### config.mk
export PLATFORM = sky130hd
export DESIGN_NAME = frame_buffer_pingpong
export DESIGN_NICKNAME = d
export VERILOG_FILES = /design/src/rtl/frame_buffer_pingpong.sv
export SDC_FILE = /design/constraint.sdc
export NUM_CORES = 1
export LEC_CHECK = 0
export ABC_AREA = 1
export BUFFER_PORTS_ARGS = -buffer_cell sky130_fd_sc_hd__buf_4
export CAP_MARGIN = 20
export CORE_ASPECT_RATIO = 0.6
export CORE_MARGIN = 5
export CORE_UTILIZATION = 35
export CTS_BUF_LIST = sky130_fd_sc_hd__clkbuf_4 sky130_fd_sc_hd__clkbuf_8
export CTS_CLUSTER_DIAMETER = 50
export DETAILED_ROUTE_END_ITERATION = 12
export SYNTH_ARGS = -nofsm -noshare
export SYNTH_HDL_FRONTEND = slang
export SYNTH_SLANG_ARGS = --single-unit
### constraint.sdc
create_clock -name clk -period 2.75 [get_ports clk]
set_input_delay 0.4125 -clock clk [delete_from_list [all_inputs] [get_ports clk]]
set_output_delay 0.4125 -clock clk [all_outputs]
set_load 0.01 [all_outputs]
### src/rtl/frame_buffer_pingpong.sv
// -----------------------------------------------------------------------------
// frame_buffer_pingpong
//
// Double-buffered (ping-pong) pixel frame store. A raster writer fills one bank
// with an auto-incrementing address while the consumer randomly reads the other,
// previously completed bank. Banks swap only at frame boundaries, so the
// consumer never observes a torn frame.
//
// Ports
//   clk          system clock, rising edge
//   rst          asynchronous, active-high reset
//   w_valid      write pixel valid
//   w_sof        start-of-frame marker, qualified by w_valid
//   w_data       write pixel
//   w_ready      writer may transfer this cycle (low while a finished frame waits)
//   r_en         read request
//   r_add        read address into the completed frame
//   r_data       read data, one cycle after r_en
//   r_valid      r_data valid (1-cycle pulse)
//   r_release    consumer done with the current frame
//   frame_avail  read bank holds a complete, unreleased frame
//   frame_done   1-cycle pulse: a bank swap occurred
//   sync_err     1-cycle pulse: w_sof arrived mid-frame
// -----------------------------------------------------------------------------
module frame_buffer_pingpong #(
    parameter int IMAGE_WIDTH  = 4,
    parameter int IMAGE_HEIGHT = 4,
    parameter int PIXEL_WIDTH  = 12,
    localparam int DEPTH = IMAGE_WIDTH * IMAGE_HEIGHT,
    localparam int AW    = $clog2(DEPTH)
) (
    input  logic                   clk,
    input  logic                   rst,
    input  logic                   w_valid,
    input  logic                   w_sof,
    input  logic [PIXEL_WIDTH-1:0] w_data,
    output logic                   w_ready,
    input  logic                   r_en,
    input  logic [AW-1:0]          r_add,
    output logic [PIXEL_WIDTH-1:0] r_data,
    output logic                   r_valid,
    input  logic                   r_release,
    output logic                   frame_avail,
    output logic                   frame_done,
    output logic                   sync_err
);

    typedef enum logic [0:0] {
        ST_FILL = 1'b0,
        ST_FULL = 1'b1
    } state_e;

    localparam logic [AW-1:0] LAST_ADDR = AW'(DEPTH - 1);
    // One extra bit so the range test also works when DEPTH is a power of two.
    localparam logic [AW:0]   DEPTH_EXT = (AW + 1)'(DEPTH);

    state_e                   state_q, state_d;
    logic                     wr_bank_q, wr_bank_d;
    logic [AW-1:0]            w_cnt_q, w_cnt_d;
    logic                     w_ready_q, w_ready_d;
    logic                     frame_avail_q, frame_avail_d;
    logic                     frame_done_q, frame_done_d;
    logic                     sync_err_q, sync_err_d;
    logic                     r_valid_q, r_valid_d;
    logic [PIXEL_WIDTH-1:0]   r_data_q, r_data_d;

    logic                     xfer_s;
    logic                     swap_ok_s;
    logic                     swap_s;
    logic                     mem_we_s;
    logic [AW-1:0]            mem_waddr_s;
    logic                     rd_bank_s;

    // Pixel storage, two banks; contents are intentionally not reset.
    logic [PIXEL_WIDTH-1:0]   mem_q [0:1][0:DEPTH-1];

    assign rd_bank_s = ~wr_bank_q;

    // Write FSM next-state: address counter, frame completion and bank swap.
    always_comb begin
        state_d       = state_q;
        wr_bank_d     = wr_bank_q;
        w_cnt_d       = w_cnt_q;
        frame_avail_d = frame_avail_q;
        frame_done_d  = 1'b0;
        sync_err_d    = 1'b0;
        mem_we_s      = 1'b0;
        mem_waddr_s   = w_cnt_q;
        swap_s        = 1'b0;
        swap_ok_s     = ~frame_avail_q | r_release;
        xfer_s        = w_valid & w_ready_q;

        case (state_q)
            ST_FILL: begin
                if (xfer_s) begin
                    mem_we_s = 1'b1;
                    if (w_sof) begin
                        // Resynchronise: the marker pixel always lands at address 0.
                        mem_waddr_s = '0;
                        w_cnt_d     = AW'(1);
                        sync_err_d  = (w_cnt_q != '0);
                    end else if (w_cnt_q == LAST_ADDR) begin
                        w_cnt_d = '0;
                        if (swap_ok_s) begin
                            swap_s = 1'b1;
                        end else begin
                            state_d = ST_FULL;
                        end
                    end else begin
                        w_cnt_d = w_cnt_q + AW'(1);
                    end
                end else begin
                    w_cnt_d = w_cnt_q;
                end
            end
            ST_FULL: begin
                w_cnt_d = '0;
                if (swap_ok_s) begin
                    swap_s  = 1'b1;
                    state_d = ST_FILL;
                end else begin
                    state_d = ST_FULL;
                end
            end
            default: begin
                state_d = ST_FILL;
                w_cnt_d = '0;
            end
        endcase

        // A swap consumes any same-cycle release; frame_avail stays set.
        if (swap_s) begin
            wr_bank_d     = ~wr_bank_q;
            frame_avail_d = 1'b1;
            frame_done_d  = 1'b1;
        end else if (r_release) begin
            frame_avail_d = 1'b0;
        end else begin
            frame_avail_d = frame_avail_q;
        end

        // Registered ready tracks the state we are about to enter.
        w_ready_d = (state_d == ST_FILL);
    end

    // Read port next-state: one-cycle latency, zero for addresses beyond the frame.
    always_comb begin
        r_valid_d = r_en;
        r_data_d  = r_data_q;
        if (r_en) begin
            if ({1'b0, r_add} < DEPTH_EXT) begin
                r_data_d = mem_q[rd_bank_s][r_add];
            end else begin
                r_data_d = '0;
            end
        end else begin
            r_data_d = r_data_q;
        end
    end

    // Control and output registers with asynchronous reset.
    always_ff @(posedge clk or posedge rst) begin
        if (rst) begin
            state_q       <= ST_FILL;
            wr_bank_q     <= 1'b0;
            w_cnt_q       <= '0;
            w_ready_q     <= 1'b1;
            frame_avail_q <= 1'b0;
            frame_done_q  <= 1'b0;
            sync_err_q    <= 1'b0;
            r_valid_q     <= 1'b0;
            r_data_q      <= '0;
        end else begin
            state_q       <= state_d;
            wr_bank_q     <= wr_bank_d;
            w_cnt_q       <= w_cnt_d;
            w_ready_q     <= w_ready_d;
            frame_avail_q <= frame_avail_d;
            frame_done_q  <= frame_done_d;
            sync_err_q    <= sync_err_d;
            r_valid_q     <= r_valid_d;
            r_data_q      <= r_data_d;
        end
    end

    // Pixel array write; blocked while reset is held.
    always_ff @(posedge clk) begin
        if (mem_we_s && !rst) begin
            mem_q[wr_bank_q][mem_waddr_s] <= w_data;
        end
    end

    assign w_ready     = w_ready_q;
    assign r_data      = r_data_q;
    assign r_valid     = r_valid_q;
    assign frame_avail = frame_avail_q;
    assign frame_done  = frame_done_q;
    assign sync_err    = sync_err_q;

endmodule

==> impl_metrics.tcl <==
set metrics [dict create \
    synthTopCellsByArea "sky130_fd_sc_hd__edfxtp_1, sky130_fd_sc_hd__nand2_1, sky130_fd_sc_hd__nand3_1" \
    finalCriticalPeriod_ps 2270 \
    die_h_um 179 \
    setup_total_negative_slack_ps 0 \
    vias 11026 \
    cap_violations 0 \
    pwr_density_cell_nw_per_um2 709 \
    worst_setup_path_start_kind "register" \
    cp_data_required_time_ps 3040 \
    grt_pass1_wl_mm 65.8 \
    cts_buffer_depth 3 \
    ctsHtreeMaxLevel 2 \
    cts_setup_buffers 0 \
    gr-total-overflow 0 \
    synth-seq-cells 407 \
    cpLargestDelayFamily "simple AND/OR/NAND/NOR gates" \
    area_growth_syn_to_layout_pct 13.1 \
    antenna_cells_inserted 0 \
    fin_nets 1512 \
    netlist_instances 1432 \
    post_drt_via_cell_ratio 5.10 \
    drt_wirelength_mm 43.6 \
    gp_routability_congestion 0.925 \
    n_fill_cell 4393 \
    grt_setup_unrepaired "no" \
    timing.critical_path.cells "nand2_1 -> inv_1 -> nand2_1 -> nor2_1 -> o21ai_0 -> inv_1 -> nand2_1 -> nor2_1 -> buf_4" \
    timing.hold.ws_ps 37.0 \
    timing.fmax_ghz 0.441 \
    element_type_at_the_critical_path_end "register" \
    fin_crit_sh 0.825 \
    synth.yosys.warnings 0 \
    drive_gt1_frac 0.127 \
    hold_path.class "input port to asynchronous set/reset pin" \
    portBuffers 38 \
    critical_path.max_stage_delay_ps 530 \
    dieArea_um2 52000 \
    final_cells 2162 \
    post-route-drc-count 0 \
    placedCellCount 2060 \
    slew_headroom 0.375 \
    synthDominantAreaCellType "sky130_fd_sc_hd__edfxtp_1" \
    timing_worst_setup_path_type "register to register" \
    drt_iter0_drc 1288 \
    pin_count 39 \
    clkSinkCount 407 \
    finalHoldViolCount 0 \
    worstPathMaxFanout 12 \
    syn-cell-area_um2 16600 \
    first_global_vias 10354 \
    outcome "finished clean" \
    timing.critical_path.mode_cell "sky130_fd_sc_hd__nand2_1" \
    total_number_of_placement_rows 61 \
    maximum_number_of_pins_on_one_net_before_global_route_repair 163 \
    cts_made_buffers 56 \
    post_drt_wl_per_cell_um 20.2 \
    design.core.area_um2 46600 \
    worst_path_max_delay_cell "sky130_fd_sc_hd__dfstp_2" \
    globalRouteTotalUtil 0.165 \
    finalClockSkew_ps 18.2 \
    fraction_of_post_synthesis_cell_area_in_the_top_cell_type_by_area 0.694 \
    start_util 0.356 \
    postCtsResizedCells 0 \
    drt_pass1_iterations 7 \
    path_clk_slew_ps 70 \
    timing.critical_path.arrival_ps 2560 \
    cts_tree "done" \
    cp_num_buf_inv 3 \
    synthesis.nets 1456 \
    tightest_slew_ps 938 \
    share_of_synthesized_area_occupied_by_flip_flops_and_latches 0.729 \
    maximum_resistive_drop_on_vdd_mv 0.376 \
    timing.final.max_slew_violations 0 \
    crit_path_start "w_ready" \
    clock_insertion_delay_worst_skew_ps 600 \
    avgSynthCellArea_um2 11.6 \
    antenna_violations_before_repair 0 \
    postPlaceCellArea_um2 17700 \
    cts-root-buf "sky130_fd_sc_hd__clkbuf_8" \
    die-width_um 291 \
    static-leakage-power_nw 6.98 \
    r2r_start "w_ready" \
    finalInstanceArea_um2 18800 \
    antenna_violating_nets_left 0 \
    setup_viol 0 \
    cts.hold.buffers_added 0 \
    hpwlAfterDp_mm 25.6 \
    yosys.cell_types.count 24 \
]
-- per-layer routing --
layer,GRT usage,wire (um)
met3,0.0310,4210
met5,0,0
met2,0.235,18100
met4,0.0311,626
met1,0.264,20600
-- state kept, by name (all words and copies together) (netlist names) --
signal       count
frame_avail      1
frame_done       1
mem_q          384
r_data          12
r_valid          1
state_q          1
sync_err         1
w_cnt_q          4
w_ready          1
wr_bank_q        1
-- worst register-to-register path: cells and delay by family (launching register included) --
family | cells | cell delay, ps
AOI/OAI and AO/OA | 1 | 330
buffers and inverters | 3 | 520
DFF | 1 | 530
and+or+nand+nor | 5 | 590
-- final cells by class --
cell class / instances / area, um2 / share of cell area
Clock buffer: 93 / 1070 / 0.0572
Clock inverter: 9 / 37.5 / 0.00200
Timing Repair Buffer: 84 / 706 / 0.0376
Multi-Input combinational cell: 911 / 3950 / 0.210
Tap cell: 630 / 788 / 0.0420
Inverter: 28 / 111 / 0.00593
Sequential cell: 407 / 12100 / 0.645
-- cells by family (layout without fill, tap and decap cells) --
group / count (synthesis) / count (layout) / share of synthesized area
AND/OR/NAND/NOR: 899 / 899 / 0.229
flip-flops: 407 / 407 / 0.729
buffers and inverters: 114 / 214 / 0.0360
AO/OA/AOI/OAI: 7 / 7 / 0.00249
XOR/XNOR: 3 / 3 / 0.00158
adder cells (fa/ha/maj): 2 / 2 / 0.00151
-- layout by cell type (no fill, tap or decap) --
cell                       count
sky130_fd_sc_hd__xnor2_1       1
sky130_fd_sc_hd__dfstp_2       1
sky130_fd_sc_hd__nand3_1     328
sky130_fd_sc_hd__buf_12        6
sky130_fd_sc_hd__xor2_1        2
sky130_fd_sc_hd__nor4_1        1
sky130_fd_sc_hd__o21ai_0       3
sky130_fd_sc_hd__buf_4        78
sky130_fd_sc_hd__nor3_2       10
sky130_fd_sc_hd__clkinv_1      7
sky130_fd_sc_hd__inv_1        25
sky130_fd_sc_hd__edfxtp_1    384
sky130_fd_sc_hd__clkbuf_4     33
sky130_fd_sc_hd__a21oi_1       1
sky130_fd_sc_hd__o22ai_1       2
sky130_fd_sc_hd__dfrtp_1      21
sky130_fd_sc_hd__dfrtp_4       1
sky130_fd_sc_hd__nand2_1     527
sky130_fd_sc_hd__nand4_1       2
sky130_fd_sc_hd__clkbuf_8     60
sky130_fd_sc_hd__o311ai_0      1
sky130_fd_sc_hd__nor2_1       31
sky130_fd_sc_hd__ha_1          2
sky130_fd_sc_hd__inv_6         1
sky130_fd_sc_hd__clkinv_2      4
-- synthesized netlist by cell type --
| cell type | instances |
|---|---|
| sky130_fd_sc_hd__a21oi_1 | 1 |
| sky130_fd_sc_hd__buf_8 | 1 |
| sky130_fd_sc_hd__nor4_1 | 1 |
| sky130_fd_sc_hd__xor2_1 | 2 |
| sky130_fd_sc_hd__buf_4 | 7 |
| sky130_fd_sc_hd__dfstp_2 | 1 |
| sky130_fd_sc_hd__edfxtp_1 | 384 |
| sky130_fd_sc_hd__dfrtp_1 | 22 |
| sky130_fd_sc_hd__o22ai_1 | 2 |
| sky130_fd_sc_hd__nor2_1 | 31 |
| sky130_fd_sc_hd__nand3_1 | 328 |
| sky130_fd_sc_hd__buf_1 | 3 |
| sky130_fd_sc_hd__ha_1 | 2 |
| sky130_fd_sc_hd__o311ai_0 | 1 |
| sky130_fd_sc_hd__nand2_1 | 527 |
| sky130_fd_sc_hd__xnor2_1 | 1 |
| sky130_fd_sc_hd__clkbuf_1 | 14 |
| sky130_fd_sc_hd__inv_2 | 1 |
| sky130_fd_sc_hd__nor3_1 | 10 |
| sky130_fd_sc_hd__buf_6 | 9 |
| sky130_fd_sc_hd__buf_2 | 52 |
| sky130_fd_sc_hd__o21ai_0 | 3 |
| sky130_fd_sc_hd__nand4_1 | 2 |
| sky130_fd_sc_hd__inv_1 | 27 |
-- path summary, 6_finish.rpt --
kind	endpoint	slack [ps]	cells after the start
setup / recovery	mem_q[0][183]	480	9
hold / removal	frame_avail	40	2
setup reg to reg	mem_q[0][183]	480	9
hold reg to reg	r_data[0]	490	2
max in group asynchronous	wr_bank_q	2070	2
min in group clk	r_valid	80	1
-- stage by stage --
stage               power (mW)  utilization  worst slack [ps]
detailed placement        8.77        0.379               539
global route              13.9        0.403               364
global placement          8.75        0.379               502
finish                    13.3        0.403               480
floorplan                 8.16            -               324
CTS                       13.4        0.403               516
-- power by group --
| part | leakage [nW] | internal [mW] | total (mW) | switching, mW |
|---|---|---|---|---|
| clock | 0.604 | 2.45 | 4.66 | 2.22 |
| sequential | 3.74 | 6.87 | 6.92 | 0.0525 |
| combinational | 2.63 | 0.460 | 1.73 | 1.27 |
| total | 6.98 | 9.77 | 13.3 | 3.53 |
(Power assumes the default switching activity.)
